--- src/rtl/seq_chunk_adder.sv ---
// seq_chunk_adder: multi-cycle adder/subtractor that adds CHUNK bits per clock,
// LSB chunk first, with the inter-chunk carry held in a register.
// Handshake: in_valid/in_ready on operands, out_valid/out_ready on the result.
// Optional macro SEQ_CHUNK_ADDER_OVF_EN adds a signed-overflow output 'ovf'.
module seq_chunk_adder #(
  parameter int WIDTH = 16,
  parameter int CHUNK = 4
) (
  input  logic             clk,
  input  logic             rst_n,
  input  logic             in_valid,
  output logic             in_ready,
  input  logic [WIDTH-1:0] a,
  input  logic [WIDTH-1:0] b,
  input  logic             cy_in,
  input  logic             sub,
  output logic             out_valid,
  input  logic             out_ready,
  output logic [WIDTH-1:0] sum,
  output logic             cy_out
`ifdef SEQ_CHUNK_ADDER_OVF_EN
  , output logic           ovf
`endif
);

  localparam int NCHUNK = WIDTH / CHUNK;
  localparam int CW     = (NCHUNK > 1) ? $clog2(NCHUNK) : 1;

  localparam logic [1:0] IDLE = 2'd0;
  localparam logic [1:0] BUSY = 2'd1;
  localparam logic [1:0] DONE = 2'd2;

  // Reject geometries the chunked datapath cannot cover exactly.
  generate
    if ((WIDTH < 2) || (CHUNK < 1) || ((WIDTH % CHUNK) != 0)) begin : g_bad_cfg
      $error("seq_chunk_adder: WIDTH must be >= 2 and a multiple of CHUNK");
    end
  endgenerate

  logic [1:0]       state_q, state_d;
  logic [CW-1:0]    cnt_q, cnt_d;
  logic             carry_q, carry_d;
  logic [WIDTH-1:0] a_q, a_d;
  logic [WIDTH-1:0] b_q, b_d;
  logic [WIDTH-1:0] sum_q, sum_d;
  logic             cy_q, cy_d;
`ifdef SEQ_CHUNK_ADDER_OVF_EN
  logic             ovf_q, ovf_d;
`endif

  // Current chunk of the (possibly inverted) operands and its CHUNK-bit add.
  int               lo;
  logic [CHUNK-1:0] a_ch, b_ch;
  logic [CHUNK:0]   add_w;
  logic             last_w;

  // Chunk slice and narrow adder shared by every BUSY cycle.
  always_comb begin
    lo     = int'(cnt_q) * CHUNK;
    a_ch   = a_q[lo +: CHUNK];
    b_ch   = b_q[lo +: CHUNK];
    add_w  = {1'b0, a_ch} + {1'b0, b_ch} + {{CHUNK{1'b0}}, carry_q};
    last_w = (cnt_q == CW'(NCHUNK - 1));
  end

  // Next-state logic: accept in IDLE, one chunk per BUSY cycle, hold in DONE.
  always_comb begin
    state_d = state_q;
    cnt_d   = cnt_q;
    carry_d = carry_q;
    a_d     = a_q;
    b_d     = b_q;
    sum_d   = sum_q;
    cy_d    = cy_q;
`ifdef SEQ_CHUNK_ADDER_OVF_EN
    ovf_d   = ovf_q;
`endif
    case (state_q)
      IDLE: begin
        if (in_valid) begin
          // Subtraction is a + ~b + ~borrow, so cy_out becomes not-borrow.
          a_d     = a;
          b_d     = sub ? ~b : b;
          carry_d = sub ? ~cy_in : cy_in;
          cnt_d   = '0;
          state_d = BUSY;
        end
      end
      BUSY: begin
        sum_d[lo +: CHUNK] = add_w[CHUNK-1:0];
        carry_d            = add_w[CHUNK];
        if (last_w) begin
          cy_d    = add_w[CHUNK];
`ifdef SEQ_CHUNK_ADDER_OVF_EN
          // Carry into the MSB recovered from its sum bit; overflow when it
          // disagrees with the carry out of the MSB.
          ovf_d   = (add_w[CHUNK-1] ^ a_ch[CHUNK-1] ^ b_ch[CHUNK-1]) ^ add_w[CHUNK];
`endif
          state_d = DONE;
        end else begin
          cnt_d   = cnt_q + CW'(1);
        end
      end
      DONE: begin
        if (out_ready) state_d = IDLE;
      end
      default: state_d = IDLE;
    endcase
  end

  // State registers; reset aborts any operation in flight.
  always_ff @(posedge clk or negedge rst_n) begin
    if (!rst_n) begin
      state_q <= IDLE;
      cnt_q   <= '0;
      carry_q <= 1'b0;
      a_q     <= '0;
      b_q     <= '0;
      sum_q   <= '0;
      cy_q    <= 1'b0;
    end else begin
      state_q <= state_d;
      cnt_q   <= cnt_d;
      carry_q <= carry_d;
      a_q     <= a_d;
      b_q     <= b_d;
      sum_q   <= sum_d;
      cy_q    <= cy_d;
    end
  end

`ifdef SEQ_CHUNK_ADDER_OVF_EN
  // Overflow flag, updated only on the final chunk.
  always_ff @(posedge clk or negedge rst_n) begin
    if (!rst_n) ovf_q <= 1'b0;
    else        ovf_q <= ovf_d;
  end
  assign ovf = ovf_q;
`endif

  assign in_ready  = (state_q == IDLE);
  assign out_valid = (state_q == DONE);
  assign sum       = sum_q;
  assign cy_out    = cy_q;

endmodule

--- config.mk ---
export PLATFORM = sky130hd
export DESIGN_NAME = seq_chunk_adder
export DESIGN_NICKNAME = d
export VERILOG_FILES = /design/src/rtl/seq_chunk_adder.sv
export SDC_FILE = /design/constraint.sdc
export NUM_CORES = 1
export LEC_CHECK = 0
export BUFFER_PORTS_ARGS = -buffer_cell sky130_fd_sc_hd__buf_2
export CORE_MARGIN = 2
export CORE_UTILIZATION = 58
export CTS_CLUSTER_SIZE = 24
export DETAILED_ROUTE_END_ITERATION = 7
export GPL_TIMING_DRIVEN = 0
export PLACE_DENSITY = 0.84
export SYNTH_ARGS = -nofsm -noshare
export SYNTH_HDL_FRONTEND = slang
export SYNTH_SLANG_ARGS = --single-unit
--- constraint.sdc ---
create_clock -name clk -period 6.5 [get_ports clk]
set_clock_uncertainty 0.15 [all_clocks]
set_input_delay 0.325 -clock clk [delete_from_list [all_inputs] [get_ports clk]]
set_output_delay 0.325 -clock clk [all_outputs]
set_load 0.01 [all_outputs]
# --- After elaboration in Yosys (flattened, before gate mapping) ---
# Index checks and enable logic that the tools add are counted.
op_classes:
  add_sub_neg: 4
  n_reduce_logical: 7
  n_bitwise: 2
  shift: 4
  n_eq_ne: 7
  mux: 12
ops:
  columns: ["cell", "n"]
  rows:
  - ["negation 4 -> 33 bit", 1]
  - ["variable shift 4 x 33 -> 16 bit (first input constant)", 1]
  - ["variable part select 4 x 33 -> 16 bit", 1]
  - ["variable part select 16 x 5 -> 4 bit", 2]
  - ["bitwise mux 16 bit", 1]
  - ["2-to-1 mux 16 bit", 1]
  - ["NOT 16 bit", 1]
  - ["2-to-1 mux 2 bit", 5]
  - ["inequality test 2 bit (second input constant)", 3]
  - ["one-hot mux 2 bit (3 select lines)", 1]
  - ["AND reduction 2 bit", 3]
  - ["AND reduction 3 bit", 2]
  - ["adder 4 x 4 -> 5 bit", 1]
  - ["adder 5 x 1 -> 5 bit", 1]
  - ["== test 2 bit (second input constant)", 2]
  - ["one-hot mux 2 bit (2 select lines)", 1]
  - ["adder 2 x 1 -> 2 bit (second input constant)", 1]
  - ["== test 2 x 1 -> 1 bit (second input constant)", 1]
  - ["logical NOT 2 bit", 1]
  - ["2-to-1 mux 1 bit", 2]
  - ["inequality test 2 x 1 -> 1 bit (second input constant)", 1]
  - ["one-hot mux 1 bit (2 select lines)", 1]
  - ["nonzero test 2 bit", 1]
  - ["NOT 1 bit", 1]
totals:
  ff_bits: 54
  inputBits: 38
  elab_cells: 43
  output_inout_bits: 19

# --- Longest topological paths before layout ---
depth:
  ltp_word: 5
  mapped_depth: 9
  ltp_nobuf: 8

# --- Worst setup path after synthesis ---
# Ideal clock, no wire load.
synth_path:
  kind: "register -> register"
  start: "register cnt_q[0]"
  end: "register sum_q[1], in the netlist sum[1]"
  t_required_ps: 6255
  t_arrival_ps: 2381
  setup_time_ps: 95
  stages_incl_launch_ff: 7
  path_buffers: 1
  setup_slack_ps: 3874
  period_less_slack_ps: 2626
  cell_sequence: "dfrtp_1 > buf_2 > mux4_2 > fa_1 > inv_1 > fa_1 > o31ai_1"
synth_via:
  elab_chain_len: 5
  elab_cells_between_ends: 8
  cone_classes: "3 x add/sub; 4 x shift; 1 x mux"
synth_rtl:
  columns: ["element", "line", "rtl"]
  rows:
  - ["start: declaration", "41", "logic [CW-1:0] cnt_q, cnt_d;"]
  - ["start signal: assignment", "123", "cnt_q <= cnt_d;"]
  - ["variable part select 16 x 5 -> 4 bit, on equally long branches", "60, 61", null]
  - ["adder 4 x 4 -> 5 bit", "62", "add_w = {1'b0, a_ch} + {1'b0, b_ch} + {{CHUNK{1'b0}}, carry_q};"]
  - ["adder 5 x 1 -> 5 bit", "62", null]
  - ["variable part select 4 x 33 -> 16 bit", "90", "sum_d[lo +: CHUNK] = add_w[CHUNK-1:0];"]
  - ["bitwise mux 16 bit (*)", "90", null]
  - ["end signal: assignment", "127", "sum_q <= sum_d;"]
  - ["end: declaration", "45", "logic [WIDTH-1:0] sum_q, sum_d;"]
# Mark *: on every way between the ends. The rest lies on a longest branch, timed or not.
# A chain may end at the register's enable or synchronous reset.

# --- Final worst setup path ---
layout_path:
  start: "register cnt_q[0]"
  end: "register sum_q[7], in the netlist sum[7]"
# The elaborated chain is that of the path after synthesis.

==> summary.md <==
| Metric | Value |
|---|---|
| Status | complete, no violations |
| Tmin final | 2930 ps |
| Placer congestion estimate | 0.798 |
| Worst r2r src | cnt_q[0] |
| PnR worst setup slack | 3570 ps |
| Combinational fraction of design power | 0.532 |
| Maximum fanout along the worst path | 10 |
| R2r endpoint | sum[7] |
| Switching power | 658 uW |
| Num CTS Buffers | 5 |
| Largest net degree at the start of global routing | 55 |
| Syn-to-layout area delta | 16.1% |
| Worst Setup EP | sum[7] |
| Vias | 1779 |
| Final-report hold violation count | 0 |
| Reg2reg path depth | 7 |
| Core area | 0.00432 sq mm |
| I/O pin cnt | 57 |
| RSZ-0062 raised after global routing | false |
| Cells after Synth | 221 |
| CP max-delay cell | mux4_2 |
| Die Y | 70.8 um |
| Setup CP Type | reg2reg |
| Number of global-route vias before repair | 1824 |
| # setup viols final | 0 |
| Gr usage total | 0.206 |
| DRT Wirelength | 4710 um |
| Mean Syn Cell Area | 11.7 sq um |
| Worst Hold Class | in2reg |
| Flop-to-flop setup slack | 3570 ps |
| Post-synthesis sequential area ratio | 0.522 |
| Final Slew Violations | 0 |
| PwrDens | 536 mW/mm^2 |
| CP Data Arrival Time | 2960 ps |
| DP HPWL | 3600 um |
| Routed Antenna Nets | 0 |
| Cells along the critical path | buf_2 -> mux4_2 -> fa_1 -> a21o_1 -> a21oi_1 -> xor2_1 -> o21ai_0 |
| Gr ovfl total | 0 |
| 1st-pass router iterations | 4 |
| Synth warnings | 0 |
| Sw frac | 0.408 |
| # fillers | 329 |
| Endpoint class of the critical path | flop |
| Die X-Extent | 70.8 um |
| Critical Path RT | 6530 ps |
| Transition time of the tightest slew-check pin | 1170 ps |
| Leakage | 1.42 nW |
| Share of layout cells above drive strength 1 | 0.339 |
| MaxCap Viol Count | 0 |
| Diodes inserted | 0 |
| Achievable Freq | 341 MHz |
| Clock power share | 0.108 |
| Worst setup SP type | flop |
| Total Nets Final | 332 |
| CTS Hold Bufs | 0 |
| Detailed Route Iter0 Violations | 59 |
| PortBufs | 55 |
| Avg Vias per Cell | 5.31 |
| Final Cell Area | 0.00301 sq mm |
| Routed len/inst | 14.1 um |
| Commonest non-fill, non-tap cell in the layout | buf_2 |
| CTS Sinks | 54 |
| Cell variety after synth | 26 |
| Worst vdd ir | 0.241 mV |
| Sequential power share | 0.360 |
| Synthesized area | 0.00259 sq mm |
| DP Worst Slack | 3520 ps |
| First-pass GRT wire length | 8090 um |
| Cts repair resizes | 0 |
| CTS tree | done |
| Max-Slew Margin vs Limit | 0.220 |
| # rows | 24 |
| Worst Setup SP | cnt_q[0] |
| Flops & latches, synth | 54 |
| CTS HTree Levels | 2 |
| Root Driver | clkbuf_8 |
| Highest-count cells in the layout ignoring fill and taps | buf_2, dfrtp_1, nor2_1, nand2_1 |
| Setup bufs post-CTS | 0 |
| Detailed-route DRC error count | 0 |
| Syn Nets | 270 |
| Setup TNS | 0 ps |
| Worst skew pair latency | 300 ps |
| Starting density of the core | 0.599 |
| Fin crit share | 0.451 |
| DP Area | 0.00293 sq mm |
| Clock transition at path regs | 80 ps |
| Die area | 0.00501 sq mm |
| Antenna violations before repair | 0 |
| Pint | 953 uW |
| Max Root-Sink Buffers | 2 |
| Slowest stage delay, CP | 570 ps |
critical path: cells and delay by family, from the launching register on:
family,cells,cell delay [ps]
XOR/XNOR,1,310
buffers and inverters,1,340
multiplexers,1,570
flip-flops,1,460
adder cells (fa/ha/maj),1,420
AO/OA/AOI/OAI,3,550
power groups by stage:
stage	combinational [mW]	clock (mW)	sequential [mW]
final	0.857	0.175	0.580
after global routing	0.959	0.189	0.601
after CTS	0.868	0.177	0.581
after global placement	0.837	0	0.575
after detailed placement	0.867	0	0.588
after floorplan	0.619	0	0.584
how the worst min path moves through the flow:
stage	start	slack, ps	end	cells past startpoint
floorplan	rst_n	-120	a_q[0]	0
global placement	sum[5]	310	sum[5]	2
detailed placement	sum[4]	320	sum[4]	2
CTS	out_ready	60	state_q[1]	2
global route	out_ready	70	state_q[1]	2
finish	out_ready	60	state_q[1]	2
stage by stage:
| stage | cells | hold slack (ps) | power, mW | util |
|---|---|---|---|---|
| 6_report | 335 | 56.8 | 1.61 | 0.695 |
| 3_3_place_gp | 328 | 306 | 1.41 | 0.677 |
| 5_1_grt | 335 | 71.3 | 1.75 | 0.695 |
| 4_1_cts | 335 | 56.4 | 1.63 | 0.695 |
| 2_1_floorplan | 221 | -121 | 1.20 | - |
| 3_5_place_dp | 328 | 324 | 1.45 | 0.677 |
layer usage:
layer  global-route usage  up-vias  share of wire
met2                0.361       41           0.51
li1                     -      873              -
met3               0.0527        7          0.043
met5                    0        -              0
met1                0.256      858           0.44
met4               0.0503        0         0.0093
synthesized netlist by cell type:
cell,instances,area share
xnor2_1,18,0.061
nor3b_2,1,0.0048
nand2b_1,3,0.0073
and2b_2,1,0.0034
nand2_2,2,0.0048
buf_2,6,0.012
o211ai_1,1,0.0029
or3_1,1,0.0024
o31ai_1,2,0.0058
nand3_1,2,0.0039
nor2_1,21,0.030
a21oi_1,18,0.035
a22o_1,3,0.010
clkbuf_1,3,0.0043
inv_1,10,0.015
xor2_1,2,0.0068
mux4_2,8,0.070
or4_4,1,0.0043
o21ai_0,11,0.021
dfrtp_1,54,0.52
a21o_1,2,0.0058
nand2_1,19,0.028
fa_1,2,0.015
ha_1,9,0.044
o21ai_1,4,0.0077
mux2_2,17,0.074
registers in the layout, summed over array words and instances (netlist names):
| name | cells |
|---|---|
| a_q | 16 |
| b_q | 16 |
| sum | 16 |
| cnt_q | 2 |
| state_q | 2 |
| carry_q | 1 |
| cy_out | 1 |
cell type report:
class | count | area [sq um] | share of cell area
well taps | 52 | 65.1 | 0.0216
flip-flops and latches | 54 | 1350 | 0.450
repair buffers | 55 | 275 | 0.0916
clock buffers | 7 | 76.3 | 0.0254
multi-input cells | 148 | 1160 | 0.386
inverters | 10 | 37.5 | 0.0125
plain buffers | 9 | 41.3 | 0.0137
cells by family after synthesis:
logic type | Yosys count | synth area share
flops | 54 | 0.522
simple gates | 51 | 0.0889
compound gates | 41 | 0.0884
mux | 25 | 0.144
xor+xnor | 20 | 0.0677
buf+inv | 19 | 0.0305
fa+ha+maj | 11 | 0.0590
(Power assumes the default switching activity.)
